## src/rtl/screen_pkg.sv

```systemverilog
// Shared constants, register map and FSM encoding for the LED-matrix frame loader.
package screen_pkg;

  localparam int NUM_COLS   = 64;
  localparam int NUM_ROWS   = 64;
  localparam int NUM_PIXELS = NUM_COLS * NUM_ROWS;
  localparam int BIT_DEPTH  = 4;
  localparam int PIX_W      = 3 * BIT_DEPTH;

  // One extra bit so the counter can hold NUM_PIXELS itself after the final pop.
  localparam int CNT_W = $clog2(NUM_PIXELS) + 1;
  localparam logic [CNT_W-1:0] LAST_PIX = CNT_W'(NUM_PIXELS - 1);

  localparam logic [1:0] REG_CTRL   = 2'd0;
  localparam logic [1:0] REG_DATA   = 2'd1;
  localparam logic [1:0] REG_STATUS = 2'd2;

  localparam int CTRL_START  = 0;
  localparam int CTRL_ABORT  = 1;
  localparam int CTRL_IRQ_EN = 2;

  localparam int STAT_BUSY    = 0;
  localparam int STAT_DONE    = 1;
  localparam int STAT_FULL    = 2;
  localparam int STAT_EMPTY   = 3;
  localparam int STAT_OVF     = 4;
  localparam int STAT_CNT_LSB = 5;

  typedef enum logic [2:0] {
    ST_IDLE,
    ST_INIT,
    ST_GAP,
    ST_STREAM,
    ST_DONE
  } state_e;

  function automatic logic [31:0] pack_status(input logic busy, input logic done,
                                              input logic full, input logic empty,
                                              input logic ovf,
                                              input logic [CNT_W-1:0] cnt);
    logic [31:0] s;
    s = '0;
    s[STAT_BUSY]                 = busy;
    s[STAT_DONE]                 = done;
    s[STAT_FULL]                 = full;
    s[STAT_EMPTY]                = empty;
    s[STAT_OVF]                  = ovf;
    s[STAT_CNT_LSB +: CNT_W]     = cnt;
    return s;
  endfunction

endpackage

```

## src/rtl/screen_pix_fifo.sv

```systemverilog
// Synchronous pixel FIFO; a push into a full FIFO is accepted only alongside a pop.
module screen_pix_fifo #(
  parameter int DEPTH = 8,
  parameter int WIDTH = 12
) (
  input  logic             clk,
  input  logic             reset,
  input  logic             flush_i,
  input  logic             push_i,
  input  logic             pop_i,
  input  logic [WIDTH-1:0] wdata_i,
  output logic [WIDTH-1:0] rdata_o,
  output logic             full_o,
  output logic             empty_o
);

  localparam int AW = $clog2(DEPTH);

  logic [WIDTH-1:0] mem_q [DEPTH];
  logic [AW:0]      wr_ptr_q;
  logic [AW:0]      rd_ptr_q;
  logic             push_ok;
  logic             pop_ok;

  // Extra pointer MSB distinguishes full from empty when the indices match.
  assign empty_o = (wr_ptr_q == rd_ptr_q);
  assign full_o  = (wr_ptr_q[AW] != rd_ptr_q[AW]) &&
                   (wr_ptr_q[AW-1:0] == rd_ptr_q[AW-1:0]);
  assign pop_ok  = pop_i && !empty_o;
  assign push_ok = push_i && (!full_o || pop_ok);
  assign rdata_o = mem_q[rd_ptr_q[AW-1:0]];

  // NOTE: state registers use non-blocking (<=) so every flop samples pre-edge values.
  always_ff @(posedge clk) begin
    if (reset || flush_i) begin
      wr_ptr_q <= '0;
      rd_ptr_q <= '0;
    end else begin
      if (push_ok) wr_ptr_q <= wr_ptr_q + 1'b1;
      if (pop_ok)  rd_ptr_q <= rd_ptr_q + 1'b1;
    end
  end

  // NOTE: storage has no reset; the pointers alone define which entries are valid.
  always_ff @(posedge clk) begin
    if (push_ok && !flush_i) mem_q[wr_ptr_q[AW-1:0]] <= wdata_i;
  end

endmodule

```

## src/rtl/screen_frame_loader.sv

```systemverilog
// Bus-side frame uploader: buffers CPU pixels, pulses the driver's init, then
// streams exactly one frame of wr_data/mat_in writes.
module screen_frame_loader
  import screen_pkg::*;
#(
  parameter int FIFO_DEPTH = 8,
  parameter int INIT_HIGH  = 2
) (
  input  logic        clk,
  input  logic        reset,
  input  logic [1:0]  bus_addr,
  input  logic        bus_wr,
  input  logic        bus_rd,
  input  logic [31:0] bus_wdata,
  output logic [31:0] bus_rdata,
  output logic [31:0] mat_in,
  output logic        wr_data,
  output logic        init,
  output logic        irq
);

  localparam int ICW = (INIT_HIGH > 1) ? $clog2(INIT_HIGH) : 1;
  localparam logic [ICW-1:0] INIT_LAST = ICW'(INIT_HIGH - 1);

  state_e           state_q;
  logic [CNT_W-1:0] pix_cnt_q;
  logic [ICW-1:0]   init_cnt_q;
  logic             done_q;
  logic             ovf_q;
  logic             irq_en_q;
  logic             init_q;
  logic             wr_data_q;
  logic [PIX_W-1:0] mat_q;
  logic [31:0]      rdata_q;
  logic [31:0]      rdata_d;

  logic             ctrl_wr;
  logic             data_wr;
  logic             stat_rd;
  logic             start;
  logic             abort;
  logic             pop;
  logic             busy;
  logic             ovf_set;
  logic             fifo_full;
  logic             fifo_empty;
  logic [PIX_W-1:0] fifo_rdata;
  logic             unused_wdata;

  assign ctrl_wr = bus_wr && (bus_addr == REG_CTRL);
  assign data_wr = bus_wr && (bus_addr == REG_DATA);
  assign stat_rd = bus_rd && (bus_addr == REG_STATUS);
  assign abort   = ctrl_wr && bus_wdata[CTRL_ABORT];
  assign start   = ctrl_wr && bus_wdata[CTRL_START];
  assign pop     = (state_q == ST_STREAM) && !fifo_empty && !abort;
  assign busy    = (state_q != ST_IDLE) && (state_q != ST_DONE);
  assign ovf_set = data_wr && fifo_full && !pop;

  assign unused_wdata = ^bus_wdata[31:PIX_W];

  screen_pix_fifo #(
    .DEPTH (FIFO_DEPTH),
    .WIDTH (PIX_W)
  ) u_fifo (
    .clk     (clk),
    .reset   (reset),
    .flush_i (abort),
    .push_i  (data_wr),
    .pop_i   (pop),
    .wdata_i (bus_wdata[PIX_W-1:0]),
    .rdata_o (fifo_rdata),
    .full_o  (fifo_full),
    .empty_o (fifo_empty)
  );

  always_comb begin
    // NOTE: default assignment first so no path through the case infers a latch.
    rdata_d = '0;
    case (bus_addr)
      REG_CTRL:   rdata_d[CTRL_IRQ_EN] = irq_en_q;
      REG_STATUS: rdata_d = pack_status(busy, done_q, fifo_full, fifo_empty,
                                        ovf_q, pix_cnt_q);
      default:    rdata_d = '0;
    endcase
  end

  always_ff @(posedge clk) begin
    if (reset) begin
      state_q    <= ST_IDLE;
      pix_cnt_q  <= '0;
      init_cnt_q <= '0;
      done_q     <= 1'b0;
      ovf_q      <= 1'b0;
      irq_en_q   <= 1'b0;
      init_q     <= 1'b0;
      wr_data_q  <= 1'b0;
      mat_q      <= '0;
      rdata_q    <= '0;
    end else begin
      wr_data_q <= 1'b0;
      if (ctrl_wr) irq_en_q <= bus_wdata[CTRL_IRQ_EN];
      if (bus_rd)  rdata_q  <= rdata_d;

      // Later assignments win: a same-cycle set beats the read-to-clear.
      if (stat_rd) begin
        done_q <= 1'b0;
        ovf_q  <= 1'b0;
      end
      if (ovf_set) ovf_q <= 1'b1;

      if (abort) begin
        state_q <= ST_IDLE;
        init_q  <= 1'b0;
      end else begin
        case (state_q)
          ST_IDLE: if (start) begin
            state_q    <= ST_INIT;
            init_q     <= 1'b1;
            init_cnt_q <= '0;
            pix_cnt_q  <= '0;
            done_q     <= 1'b0;
          end
          ST_INIT: if (init_cnt_q == INIT_LAST) begin
            state_q <= ST_GAP;
            init_q  <= 1'b0;
          end else begin
            init_cnt_q <= init_cnt_q + 1'b1;
          end
          ST_GAP: state_q <= ST_STREAM;
          ST_STREAM: if (pop) begin
            mat_q     <= fifo_rdata;
            wr_data_q <= 1'b1;
            pix_cnt_q <= pix_cnt_q + 1'b1;
            if (pix_cnt_q == LAST_PIX) state_q <= ST_DONE;
          end
          ST_DONE: begin
            done_q  <= 1'b1;
            state_q <= ST_IDLE;
          end
          default: state_q <= ST_IDLE;
        endcase
      end
    end
  end

  assign bus_rdata = rdata_q;
  assign mat_in    = {{(32-PIX_W){1'b0}}, mat_q};
  assign wr_data   = wr_data_q;
  assign init      = init_q;
  assign irq       = done_q && irq_en_q;

endmodule

```

## config.mk

```make
export PLATFORM = sky130hd
export DESIGN_NAME = screen_frame_loader
export DESIGN_NICKNAME = d
export VERILOG_FILES = /design/src/rtl/screen_pkg.sv /design/src/rtl/screen_pix_fifo.sv /design/src/rtl/screen_frame_loader.sv
export SDC_FILE = /design/constraint.sdc
export NUM_CORES = 1
export LEC_CHECK = 0
export CAP_MARGIN = 0
export CORE_AREA = 2 2 108 136
export CTS_BUF_LIST = sky130_fd_sc_hd__clkbuf_8 sky130_fd_sc_hd__clkbuf_16
export DETAILED_ROUTE_END_ITERATION = 10
export DIE_AREA = 0 0 110 138
export MAX_ROUTING_LAYER = met4
export PLACE_DENSITY_LB_ADDON = 0.08
export SYNTH_ARGS = -nofsm -noshare
export SYNTH_HDL_FRONTEND = slang
export SYNTH_SLANG_ARGS = --single-unit
```

## constraint.sdc

```tcl
create_clock -name clk -period 2.9 [get_ports clk]
set_clock_uncertainty 0.05 [all_clocks]
set_input_delay 0.58 -clock clk [delete_from_list [all_inputs] [get_ports clk]]
set_output_delay 0.58 -clock clk [all_outputs]
set_load 0.005 [all_outputs]
```

==> results.cfg, run 1 <==
[run_status]
status = finished, final reports clean

[logic_synthesis]
avgSynthCellArea_sq_um = 13.35
postSynthCellCount = 490
yosysUniqueCellTypes = 56
yosysTopAreaCell = edfxtp_1
ys_top_cells_by_area = edfxtp_1 (44%), dfxtp_1 (18%), mux4_2 (8.3%), buf_4 (4.1%), nor2_1 (2.9%)
synth.top_cell.area_share = 0.4405
syn_area_sq_um = 6544
synth_edf_count = 96
synth_async_sr_flop_share = 0
ys_seq_area_frac = 0.6241
ys.flop_type = edfxtp_1
ys_warn_count = 0
synth-seq-cells = 156

[global_routing]
antenna_found_initial = 0
first_global_vias = 3928
grt_max_degree = 33
track_usage = 0.1944
overflow = 0
grt_pass1_wl_um = 21110

[power]
p_leak_nw = 2.686
powerDensity_nw_per_um2 = 590.7
peakVddDrop_uv = 415.3
power_mw = 4.681

[timing]
maxSlewHeadroom = 0.2678
hold-worst-slack_ns = 0.4252
fin_crit_sh = 0.8667
layout_setup_ws_ns = 0.3865
timing.fmax_mhz = 397.9
worstMarginPinSlew_ns = 1.095
layout_min_cycle_time_ns = 2.513
slew_violations = 0
rsz0062_at_grt = false
setup_tns_ns = 0
setup_violations = 0
hold_violations = 0

[clock_tree]
cts_tree = built
clk_latency_ns = 0.41
htreeDepth = 4
cts_resized = 0
hold_buffers = 0
cts_buffers = 17
cts.sinks = 156
cts_setup_buffers = 0
clkTransAtPathRegs_ns = 0.06
clockRootBuffer = clkbuf_16
cts_buffer_depth = 2

[routing]
postRouteAntennaNets = 0
wl_per_cell_um = 18.00
drc_errors = 0
via_per_inst = 5.302
drtIter0Drc = 212
vias = 3982
wirelength_um = 13520
dr.pass1.iters = 5

[worst_setup_path]
crit_fanout = 7
required_ns = 2.98
end_kind = register
critical_path_class = primary input to register
cp_data_arrival_time_ns = 2.60
start_kind = primary input

[layout]
fillers = 1162
drive_gt1_frac = 0.1780
final_nets = 601
multi_input_area_sq_um = 2238
register_area_sq_um = 4085
design_area_sq_um = 7924
diodes = 0
final_cells = 751
final_util = 0.5644
syn_to_final_growth_pct = 21.09

[floorplan]
core_sq_um = 14040
fp-row-count = 49
dieArea_sq_um = 15180
die_h_um = 138
dieWidth_um = 110
io_pins = 105
initial_core_util = 0.4661

[placement]
dp.cells = 719
gp_congestion = 0.8042
pre_cts_slack_ns = -0.002323
place_area_sq_um = 7346
portBuffers = 50
post-dp-hpwl_um = 8821

[min_path]
min_path_type = register to register

[flow_run]
drv_cap = 0
## sequential cells by signal, indices dropped and copies added (netlist names), 3 cells and up
signal and count:
u_fifo.mem_q 96, u_fifo.rd_ptr_q 4, u_fifo.wr_ptr_q 4, bus_rdata 18, state_q 3, mat_q 12, pix_cnt_q 13
## cells in the mapped netlist (4+ instances only)
| cell | n |
|---|---|
| nor4_1 | 4 |
| nand3_1 | 8 |
| edfxtp_1 | 96 |
| a21oi_1 | 27 |
| nor2_1 | 50 |
| mux2i_1 | 14 |
| buf_4 | 36 |
| clkbuf_1 | 12 |
| nand2_1 | 22 |
| xnor2_1 | 6 |
| a211oi_1 | 13 |
| or3_1 | 5 |
| nor2b_1 | 17 |
| nand2b_1 | 4 |
| o21ai_0 | 8 |
| mux4_2 | 24 |
| dfxtp_1 | 60 |
| nor3_1 | 8 |
| and3_1 | 4 |
| buf_2 | 10 |
| nor3b_1 | 4 |
## cell type report
cell class	instances	share of cell area
flip-flops and latches	156	0.5156
multi-input cells	303	0.2825
repair buffers	79	0.09948
clock buffers	17	0.05369
well taps	178	0.02811
clock inverters	15	0.01926
inverters	3	0.001421
## path summary, 6_finish.rpt
| kind | startpoint | to | slack [ns] | cells past startpoint |
|---|---|---|---|---|
| min reg2reg | irq_en_q$_SDFFE_PP0N_ | irq_en_q$_SDFFE_PP0N_ | 0.43 | 2 |
| max reg2reg | u_fifo.wr_ptr_q[0]$_SDFFE_PP0P_ | u_fifo.mem_q[6][2]$_DFFE_PP_ | 0.41 | 6 |
| max | bus_addr[0] | u_fifo.mem_q[6][2]$_DFFE_PP_ | 0.39 | 6 |
| min | irq_en_q$_SDFFE_PP0N_ | irq_en_q$_SDFFE_PP0N_ | 0.43 | 2 |
## critical path, stage by stage
cell and delay (ns):
clkdlybuf4s50_1 0.63, and3b_1 0.25, a21boi_0 0.36, nand2_1 0.20, nor3b_2 0.37, buf_4 0.20
## cell families after synthesis
logic type,synth area share
buf+inv,0.06042
xor+xnor,0.01205
fa+ha+maj,0.005737
other cells,0.0005731
flops,0.6241
simple gates,0.1155
mux,0.1040
compound gates,0.07763
## layout by cell type (no fill, tap or decap), types with 3 or more instances in the layout
cell and n:
xnor2_1 6, and2_1 3, conb_1 34, clkinvlp_4 6
xor2_1 3, nor3_1 6, o22a_1 3, buf_4 23
clkdlybuf4s50_1 49, clkinv_4 3, nor2_1 50, inv_1 5
nand2b_1 4, buf_12 6, nor4_1 3, a31oi_1 3
nand3_1 8, or3_1 5, ha_1 3, clkbuf_16 17
nor2b_1 17, and3_1 4, o21ai_0 8, a211oi_1 13
mux4_2 24, nand2_1 22, mux2i_1 14, dfxtp_1 59
nor3b_2 3, edfxtp_1 96, a21oi_1 27
## power breakdown
part           switching, mW  internal, mW
sequential            0.0158          2.37
clock                  0.872          1.26
combinational         0.0934        0.0663
total                  0.981          3.70
## layer usage
metal | global-route usage | vias to the layer above | part of all wire | routed length (um)
li1 | - | 1901 | - | -
met1 | 0.2248 | 1980 | 0.41 | 5596
met2 | 0.3306 | 87 | 0.53 | 7167
met3 | 0.03819 | 14 | 0.040 | 547
met4 | 0.06995 | 0 | 0.015 | 204
met5 | - | - | 0 | 0
No activity file was read; power rests on OpenSTA's default activity.
==> run 2, diff against run 1 <==
--- a/config.mk
+++ b/config.mk
@@ -10,8 +10,10 @@
 export CTS_BUF_LIST = sky130_fd_sc_hd__clkbuf_8 sky130_fd_sc_hd__clkbuf_16
 export DETAILED_ROUTE_END_ITERATION = 10
 export DIE_AREA = 0 0 110 138
+export HOLD_SLACK_MARGIN = 0.05
 export MAX_ROUTING_LAYER = met4
 export PLACE_DENSITY_LB_ADDON = 0.08
+export REMOVE_ABC_BUFFERS = 1
 export SYNTH_ARGS = -nofsm -noshare
 export SYNTH_HDL_FRONTEND = slang
 export SYNTH_SLANG_ARGS = --single-unit
==> results.cfg, run 2 (synthesis gave the netlist of run 1 again) <==
[floorplan]
dieArea_sq_um = 15180
dieWidth_um = 110
io_pins = 105
die_h_um = 138
fp-row-count = 49
initial_core_util = 0.4661
core_sq_um = 14040

[timing]
worstMarginPinSlew_ns = 1.106
layout_setup_ws_ns = 0.2159
hold_violations = 0
slew_violations = 0
setup_violations = 0
layout_min_cycle_time_ns = 2.684
timing.fmax_mhz = 372.6
maxSlewHeadroom = 0.2601
rsz0062_at_grt = false
fin_crit_sh = 0.9256

[worst_setup_path]
start_kind = register
cpPeakStageDelay_ns = 0.60
cp_data_arrival_time_ns = 2.78
critical-path-top-delay-family = simple AND/OR/NAND/NOR gates
timing.critical_path.buf_inv = 2
crit_top_cell = buf_4
crit_fanout = 10
end_kind = register
slowest_stage = dfxtp_1
critical_path_class = register to register
required_ns = 2.99
critical_path.cell_chain = xor2_1 -> nor4_1 -> buf_4 -> a21boi_0 -> nand2_1 -> nor3b_2 -> buf_4

[flow_run]
drv_cap = 0

[power]
p_int_mw = 3.621
p_seq_frac = 0.522
p_switching_mw = 0.9535
p_sw_frac = 0.2084
p_clk_frac = 0.444
peakVddDrop_uv = 356.5
combPwrFrac = 0.035
powerDensity_nw_per_um2 = 580.9
p_leak_nw = 2.682
power_mw = 4.575

[placement]
dp.cells = 719
pre_cts_slack_ns = -0.02348
post-dp-hpwl_um = 8682
place_area_sq_um = 7333
portBuffers = 50
gp_congestion = 0.8125

[min_path]
min_path_type = register to register

[routing]
drc_errors = 0
wl_per_cell_um = 17.86
wirelength_um = 13410
vias = 4016
postRouteAntennaNets = 0
via_per_inst = 5.348
drtIter0Drc = 271
dr.pass1.iters = 4

[clock_tree]
cts.sinks = 156
cts_buffer_depth = 2
htreeDepth = 4
cts_resized = 0
cts_tree = built
clockRootBuffer = clkbuf_16
clkTransAtPathRegs_ns = 0.06
cts_setup_buffers = 0
clk_latency_ns = 0.42
cts_buffers = 17
hold_buffers = 0

[layout]
drive_gt1_frac = 0.1710
final_nets = 601
final_common_cell = edfxtp_1
diodes = 0
largest_reg_flops = 96
final_cells = 751
design_area_sq_um = 7876
final_cell_mix = edfxtp_1 (96), dfxtp_1 (59), nor2_1 (50), clkdlybuf4s50_1 (49), conb_1 (34)
fillers = 1186
syn_to_final_growth_pct = 20.36

[global_routing]
grt_max_degree = 33
overflow = 0
grt_pass1_wl_um = 21580
track_usage = 0.1978
antenna_found_initial = 0
first_global_vias = 4004

[run_status]
status = finished, final reports clean
[run 2: layout make-up]
class                      count  area, sq um  share of cell area
multi-input combinational    303         2238              0.2842
timing repair buffer          79        775.7             0.09849
clock inverter                14        103.9             0.01319
tap                          178        222.7             0.02828
sequential                   156         4085              0.5187
inverter                       3        11.26            0.001430
clock buffer                  18        439.2             0.05576
[run 2: path summary, 6_finish.rpt]
kind                                        start                           end  slack, ns  cells after the start
setup / recovery  u_fifo.wr_ptr_q[2]$_SDFFE_PP0P_  u_fifo.mem_q[5][2]$_DFFE_PP_       0.22                      7
hold / removal          bus_rdata[0]$_SDFFE_PP0P_     bus_rdata[0]$_SDFFE_PP0P_       0.42                      2
setup reg to reg  u_fifo.wr_ptr_q[2]$_SDFFE_PP0P_  u_fifo.mem_q[5][2]$_DFFE_PP_       0.22                      7
hold reg to reg         bus_rdata[0]$_SDFFE_PP0P_     bus_rdata[0]$_SDFFE_PP0P_       0.42                      2
[run 2: worst min-delay path, stage by stage, from the launching register on]
cell and delay [ns]:
dfxtp_1 0.31, nand2b_1 0.06, a21oi_1 0.06
[run 2: through the flow]
step | TNS (ns) | hold WS [ns] | util
after floorplan | -67.90 | 0.3880 | -
after global placement | -0.004180 | 0.4151 | 0.5223
after detailed placement | -0.02348 | 0.4152 | 0.5223
after CTS | 0 | 0.4256 | 0.5610
after global routing | 0 | 0.4493 | 0.5610
final | 0 | 0.4250 | 0.5610
[run 2: power by group through the flow]
stage          clock network [mW]  registers (mW)  logic [mW]
2_1_floorplan                   0            2.43      0.0628
3_3_place_gp                    0            2.43       0.155
3_5_place_dp                    0            2.43       0.158
4_1_cts                      2.08            2.39       0.159
5_1_grt                      2.17            2.39       0.177
6_report                     2.03            2.39       0.158
[run 2: layer usage]
metal | track usage | vias to the layer above | share of wire
met1 | 0.2411 | 1999 | 0.44
met2 | 0.3229 | 91 | 0.51
met4 | 0.06795 | 0 | 0.016
met5 | - | - | 0
met3 | 0.04290 | 12 | 0.035
li1 | - | 1914 | -
